==> config.mk <==
export PLATFORM = sky130hd
export DESIGN_NAME = socket_frame_packer_flat
export DESIGN_NICKNAME = d
export VERILOG_FILES = /design/src/rtl/socket_frame_packer_if.sv /design/src/rtl/socket_frame_packer.sv /design/src/flat_wrapper.sv
export SDC_FILE = /design/constraint.sdc
export NUM_CORES = 1
export LEC_CHECK = 0
export ABC_AREA = 1
export ABC_CLOCK_PERIOD_IN_PS = 3600
export BUFFER_PORTS_ARGS = -buffer_cell sky130_fd_sc_hd__clkbuf_2
export CORE_MARGIN = 2
export CORE_UTILIZATION = 40
export CTS_CLUSTER_SIZE = 28
export DETAILED_ROUTE_END_ITERATION = 8
export RECOVER_POWER = 25
export SLEW_MARGIN = 15
export SYNTH_ARGS = -nofsm -noshare
export SYNTH_HDL_FRONTEND = slang
export SYNTH_SLANG_ARGS = --single-unit
==> constraint.sdc <==
create_clock -name i_clk -period 3.6 [get_ports i_clk]
set_clock_uncertainty 0.15 [all_clocks]
set_input_delay 0.36 -clock i_clk [delete_from_list [all_inputs] [get_ports i_clk]]
set_output_delay 0.36 -clock i_clk [all_outputs]
set_load 0.005 [all_outputs]
==> src/rtl/socket_frame_packer_if.sv <==
// socket_frame_packer_if: stream bundle between the socket read
// controller, the frame packer and the downstream consumer.
//
// Signals:
//   i_data / i_dv      captured FIFO word and its valid strobe
//   o_data / o_valid   output beat and its valid
//   i_ready            downstream ready; a beat moves on o_valid & i_ready
//   o_last             final data beat of a frame
//   o_ovf / i_clr_ovf  sticky drop flag and its synchronous clear
// Modports: master = packer side, slave = driver/consumer side.

interface socket_frame_packer_if #(
  parameter int DATA_WIDTH = 8
);
  logic [DATA_WIDTH-1:0] i_data;
  logic                  i_dv;
  logic [DATA_WIDTH-1:0] o_data;
  logic                  o_valid;
  logic                  i_ready;
  logic                  o_last;
  logic                  o_ovf;
  logic                  i_clr_ovf;

  modport master (
    input  i_data,
    input  i_dv,
    input  i_ready,
    input  i_clr_ovf,
    output o_data,
    output o_valid,
    output o_last,
    output o_ovf
  );

  modport slave (
    output i_data,
    output i_dv,
    output i_ready,
    output i_clr_ovf,
    input  o_data,
    input  o_valid,
    input  o_last,
    input  o_ovf
  );
endinterface

==> src/rtl/socket_frame_packer.sv <==
// socket_frame_packer: groups captured FIFO bursts into frames of
// FRAME_LEN words and replays them on a valid/ready stream.
//
// A two-bank ping-pong buffer lets capture of the next burst overlap
// draining of the previous frame. Words arriving while the write bank
// is still full are dropped and flagged on the sticky o_ovf.
//
// Ports:
//   i_clk, i_rst_n   clock, async active-low reset
//   bus (master)     i_data/i_dv in, o_data/o_valid/o_last out,
//                    i_ready in, o_ovf out, i_clr_ovf in
//
// Option: define SOCKET_FRAME_PACKER_HDR_EN to prefix each frame with
// a header beat carrying a wrapping sequence number.

module socket_frame_packer #(
  parameter int DATA_WIDTH = 8,
  parameter int FRAME_LEN  = 4
) (
  input  logic                  i_clk,
  input  logic                  i_rst_n,
  socket_frame_packer_if.master bus
);

  localparam int IW = $clog2(FRAME_LEN + 1);
  localparam int AW = $clog2(FRAME_LEN);
  localparam logic [IW-1:0] LAST_IDX = IW'(FRAME_LEN - 1);

  typedef enum logic [1:0] {
    IDLE,
    HEAD,
    SEND
  } state_t;

`ifdef SOCKET_FRAME_PACKER_HDR_EN
  localparam state_t FIRST = HEAD;
`else
  localparam state_t FIRST = SEND;
`endif

  state_t state;
  state_t state_n;

  logic [DATA_WIDTH-1:0] mem [2][FRAME_LEN];

  logic [1:0]    full;
  logic [1:0]    full_n;
  logic          wr_bank;
  logic          rd_bank;
  logic [IW-1:0] wr_idx;
  logic [IW-1:0] rd_idx;
  logic          ovf;

  logic cap_en;
  logic cap_done;
  logic drop;
  logic fire;
  logic data_fire;
  logic last_fire;
  logic rd_ready;
  logic nx_ready;

  logic [DATA_WIDTH-1:0] beat;
  logic [DATA_WIDTH-1:0] data;

`ifdef SOCKET_FRAME_PACKER_HDR_EN
  logic [DATA_WIDTH-1:0] seq;
`endif

  // Capture side. Mid-frame the write bank is never full, so drops
  // can only land on frame boundaries.
  always_comb begin
    cap_en   = bus.i_dv && !full[wr_bank];
    drop     = bus.i_dv && full[wr_bank];
    cap_done = cap_en && (wr_idx == LAST_IDX);
  end

  // Drain side. A frame completing this edge counts as ready so
  // o_valid rises right after the last word lands, and so
  // back-to-back frames leave no bubble.
  always_comb begin
    fire      = (state != IDLE) && bus.i_ready;
    data_fire = fire && (state == SEND);
    last_fire = data_fire && (rd_idx == LAST_IDX);
    rd_ready  = full[rd_bank]
             || (cap_done && (wr_bank == rd_bank));
    nx_ready  = full[~rd_bank]
             || (cap_done && (wr_bank != rd_bank));
  end

  always_comb begin
    full_n = full;
    if (cap_done)  full_n[wr_bank] = 1'b1;
    if (last_fire) full_n[rd_bank] = 1'b0;
  end

  always_comb begin
    state_n = state;
    unique case (state)
      IDLE: begin
        if (rd_ready) state_n = FIRST;
      end
      HEAD: begin
        if (fire) state_n = SEND;
      end
      SEND: begin
        if (last_fire) state_n = nx_ready ? FIRST : IDLE;
      end
      default: state_n = IDLE;
    endcase
  end

  always_ff @(posedge i_clk or negedge i_rst_n) begin
    if (!i_rst_n) state <= IDLE;
    else          state <= state_n;
  end

  always_ff @(posedge i_clk or negedge i_rst_n) begin
    if (!i_rst_n) begin
      full    <= '0;
      wr_bank <= 1'b0;
      wr_idx  <= '0;
      rd_bank <= 1'b0;
      rd_idx  <= '0;
    end else begin
      full <= full_n;
      if (cap_en) begin
        if (wr_idx == LAST_IDX) begin
          wr_idx  <= '0;
          wr_bank <= ~wr_bank;
        end else begin
          wr_idx  <= wr_idx + 1'b1;
        end
      end
      if (data_fire) begin
        if (rd_idx == LAST_IDX) begin
          rd_idx  <= '0;
          rd_bank <= ~rd_bank;
        end else begin
          rd_idx  <= rd_idx + 1'b1;
        end
      end
    end
  end

  // Set wins over clear.
  always_ff @(posedge i_clk or negedge i_rst_n) begin
    if (!i_rst_n)           ovf <= 1'b0;
    else if (drop)          ovf <= 1'b1;
    else if (bus.i_clr_ovf) ovf <= 1'b0;
  end

`ifdef SOCKET_FRAME_PACKER_HDR_EN
  always_ff @(posedge i_clk or negedge i_rst_n) begin
    if (!i_rst_n)       seq <= '0;
    else if (last_fire) seq <= seq + 1'b1;
  end
`endif

  // Payload storage needs no reset: it is only observed through
  // o_data while the owning bank is marked full.
  always_ff @(posedge i_clk) begin
    if (cap_en) mem[wr_bank][wr_idx[AW-1:0]] <= bus.i_data;
  end

  always_comb begin
    beat = mem[rd_bank][rd_idx[AW-1:0]];
    data = '0;
    unique case (state)
      IDLE: data = '0;
`ifdef SOCKET_FRAME_PACKER_HDR_EN
      HEAD: data = seq;
`else
      HEAD: data = '0;
`endif
      SEND: data = beat;
      default: data = '0;
    endcase
  end

  assign bus.o_data  = data;
  assign bus.o_valid = (state != IDLE);
  assign bus.o_last  = (state == SEND) && (rd_idx == LAST_IDX);
  assign bus.o_ovf   = ovf;

endmodule
==> src/flat_wrapper.sv <==
// flat-port wrapper written by rule: the top's interface ports become plain ports
module socket_frame_packer_flat 
#(
  parameter int DATA_WIDTH = 8,
  parameter int FRAME_LEN  = 4
)
  (i_clk, i_rst_n, bus_i_data, bus_i_dv, bus_i_ready, bus_i_clr_ovf, bus_o_data, bus_o_valid, bus_o_last, bus_o_ovf);
  socket_frame_packer_if #(.DATA_WIDTH(DATA_WIDTH)) bus_i ();
  input  logic i_clk;
  input  logic i_rst_n;
  input wire logic [$bits(bus_i.i_data)-1:0] bus_i_data;
  input wire logic [$bits(bus_i.i_dv)-1:0] bus_i_dv;
  input wire logic [$bits(bus_i.i_ready)-1:0] bus_i_ready;
  input wire logic [$bits(bus_i.i_clr_ovf)-1:0] bus_i_clr_ovf;
  output wire logic [$bits(bus_i.o_data)-1:0] bus_o_data;
  output wire logic [$bits(bus_i.o_valid)-1:0] bus_o_valid;
  output wire logic [$bits(bus_i.o_last)-1:0] bus_o_last;
  output wire logic [$bits(bus_i.o_ovf)-1:0] bus_o_ovf;
  assign bus_i.i_data = bus_i_data;
  assign bus_i.i_dv = bus_i_dv;
  assign bus_i.i_ready = bus_i_ready;
  assign bus_i.i_clr_ovf = bus_i_clr_ovf;
  assign bus_o_data = bus_i.o_data;
  assign bus_o_valid = bus_i.o_valid;
  assign bus_o_last = bus_i.o_last;
  assign bus_o_ovf = bus_i.o_ovf;
  socket_frame_packer #(.DATA_WIDTH(DATA_WIDTH), .FRAME_LEN(FRAME_LEN)) u_core (.i_clk(i_clk), .i_rst_n(i_rst_n), .bus(bus_i));
endmodule
==> key figures <==
Outcome
  • Outcome: complete, no violations

Flow run
  • Max cap viols: 0

Floorplan
  • Effective utilization at floorplan: 0.406
  • Die height: 94.7 um
  • Die area: 8960 um^2
  • Core area: 8090 um^2
  • Die Span X: 94.7 um
  • # IOs: 24
  • Site row count: 33

Layout
  • Layout cells sized above 1: 0.144
  • Fin area: 3670 um^2
  • Filler instances: 775
  • Fin nets: 347
  • Antenna cell count: 0
  • Synthesis-to-finish area growth: 11.6%

Setup path
  • Worst setup path endpoint: bus_o_data[3]
  • Crit path max fanout: 20
  • Arrival @ worst endpoint: 2150 ps
  • Startpoint types: flop
  • Levels on crit path: 8
  • Crit path largest cell delay: 800 ps
  • Worst R2R Start: u_core.wr_bank
  • Worst path required time: 3090 ps
  • CP Capture Type: output port
  • Worst path cell trace: buf_4 > nor2_1 > nor2_1 > o21ai_1 > nand3_1 > nand2_1 > nor2_1 > clkbuf_2
  • Critical Path Start: u_core.rd_bank
  • Cell family with the largest share of critical-path delay: flip-flops
  • R2R Setup Slk: 1470 ps
  • CP most frequent cell: nor2_1
  • R2R cell count: 7
  • CP Buf/Inv Count: 2
  • FF-to-FF End: u_core.mem[0][4]
  • Crit path kind: reg2out
  • Slowest cell on crit path: dfrtp_1

STA
  • WHS: 60.8 ps
  • Final Slew Violations: 0
  • Final Hold Vio Count: 0
  • Period utilisation layout: 0.739
  • F_max: 0.376 GHz
  • Final min period: 2660 ps
  • Final setup vio count: 0
  • Setup tns final: 0 ps
  • Slew HR: 0.479
  • RSZ-0062 raised after global routing: no
  • Slew at the pin with the worst max-slew slack: 778 ps

Placement
  • Post-place instance area: 3470 um^2
  • Placer Congestion: 0.744
  • HPWL Detailed: 3910 um
  • Port buffer count: 23

Yosys
  • Avg Inst Size Synth: 11.0 um^2
  • Post-synthesis xor/xnor area fraction: 0
  • Synth Cell Area: 3290 um^2
  • Post-synthesis compound-gate area fraction: 0.0647
  • Yosys cell types: 22
  • Yosys warning total: 0
  • Synth Area in Simple Gates: 0.180
  • Post-synthesis adder-cell area fraction: 0.0190
  • #FFs+latches synth: 76
  • Cells after Synth: 300
  • Proportion of synthesized area in mux cells: 0
  • Main combinational cell family by area after synthesis: simple AND/OR/NAND/NOR gates
  • Syn nets: 318
  • Sequential-to-total area share from yosys stat: 0.676

Route
  • First-pass DRT Iterations: 6
  • Via-to-Cell Ratio: 4.77
  • Antenna-violating nets left: 0
  • Via count: 2092
  • DR WL/cell: 14.4 um
  • DR iter-0 viols: 119
  • DRC: 0
  • DRT Wirelength: 6340 um

Clock network
  • Reg clk slew, reported paths: 70 ps
  • H-tree level count: 3
  • Post-CTS resize count: 0
  • Number of buffers created by CTS: 9
  • CTS sink cnt: 76
  • CTS tree: yes
  • Max Root-Sink Buffers: 2
  • Clk root buf: clkbuf_8
  • Latest clock arrival within the worst-skew pair: 340 ps
  • Setup repair bufs after CTS: 0

GRT
  • Largest net degree at the start of global routing: 35
  • First-pass GRT wire length: 10200 um
  • Via count of the first global-routing pass: 2045
  • Total GRT Usage: 0.156
  • Initial antenna violation count: 0
  • Gr ovfl total: 0

Min path
  • Hold Path Depth: 2
  • HP Class: in2reg

Pwr
  • Pwr/cell area: 763 nW/um^2
  • Static leakage: 0.00144 uW
  • Peak supply drop: 0.225 mV
through the flow:
stage	util	power (uW)	cells	setup WS [ps]
after floorplan	-	1950	300	1660
after detailed placement	0.429	2200	422	1290
after global placement	0.429	2180	422	1310
after CTS	0.454	2830	439	909
after global routing	0.453	3030	439	738
final	0.453	2800	439	940
repair_timing:
item / 4_1_cts / 5_1_grt
setup endpoints to repair: 0 / 0
hold buffers: 1 / 0
hold endpoints to repair: 12 / 0
cells in the mapped netlist, drive strengths merged:
| library cell | instances | area share |
|---|---|---|
| buf | 14 | 0.037 |
| nand3 | 14 | 0.021 |
| nor3 | 6 | 0.0091 |
| nor2 | 86 | 0.098 |
| nand3b | 1 | 0.0023 |
| nand4 | 2 | 0.0038 |
| o21ai | 38 | 0.058 |
| edfxtp | 64 | 0.58 |
| dfrtp | 12 | 0.091 |
| o21a | 1 | 0.0023 |
| ha | 5 | 0.019 |
| a21boi | 2 | 0.0046 |
| inv | 19 | 0.024 |
| nand2 | 36 | 0.045 |
flip-flops by register name (all words and copies together), names as in the netlist:
name	count
u_core.full	2
u_core.bus.o_ovf	1
u_core.rd_bank	1
u_core.wr_idx	3
u_core.state	1
u_core.rd_idx	3
u_core.wr_bank	1
u_core.mem	64
final cells by class:
cell class	count	area [um^2]	share of cell area
flip-flops and latches	76	2220	0.606
multi-input cells	191	866	0.236
repair buffers	32	179	0.0488
clock buffers	11	131	0.0358
well taps	105	131	0.0358
inverters	19	78.8	0.0215
clock inverters	5	61.3	0.0167
kinds of logic after synthesis:
group                      after synthesis
adders and majority gates                5
DFF                                     76
AOI/OAI and AO/OA                       41
buffers and inverters                   33
and+or+nand+nor                        145
worst register-to-register path, cell delays in order (launching register included):
cell     delay, ps
dfrtp_1        460
inv_2          130
nand2_1         90
nand2_2        100
nand2_4         90
inv_4           90
nand2_2         50
nor2_1         590
power by group:
group          internal (uW)  leakage (uW)  total (uW)  switching (uW)
Sequential              1070      0.000726        1210             134
Clock                    323     0.0000862         636             313
Combinational            355      0.000632         957             602
routing by layer:
metal,global-route usage,share of wire
met1,0.200,0.48
met2,0.254,0.47
met3,0.0311,0.030
met4,0.0785,0.019
met5,0,0
worst min path at each step:
stage,startpoint,end
2_1_floorplan,i_rst_n,u_core.bus.o_ovf
3_3_place_gp,i_rst_n,u_core.wr_idx[0]
3_5_place_dp,i_rst_n,u_core.wr_idx[0]
4_1_cts,bus_i_clr_ovf,u_core.bus.o_ovf
5_1_grt,bus_i_clr_ovf,u_core.bus.o_ovf
6_report,bus_i_clr_ovf,u_core.bus.o_ovf
cells in the final DEF (no fill, tap or decap), types with 2 or more instances in the layout:
master / Yosys / layout
clkbuf_2: 0 / 18
o21ai_1: 29 / 29
nand2_1: 33 / 33
inv_4: 3 / 3
buf_4: 3 / 8
nand3_1: 14 / 14
nand2_2: 2 / 2
nor3_1: 6 / 6
inv_2: 2 / 2
clkinvlp_4: 0 / 3
clkbuf_1: 0 / 7
edfxtp_1: 64 / 64
nor2_1: 86 / 86
ha_1: 5 / 5
clkbuf_8: 0 / 9
inv_1: 14 / 14
o21ai_0: 9 / 9
nand4_1: 2 / 2
dfrtp_1: 12 / 12
Note: power is estimated with default switching activity, not from simulation.
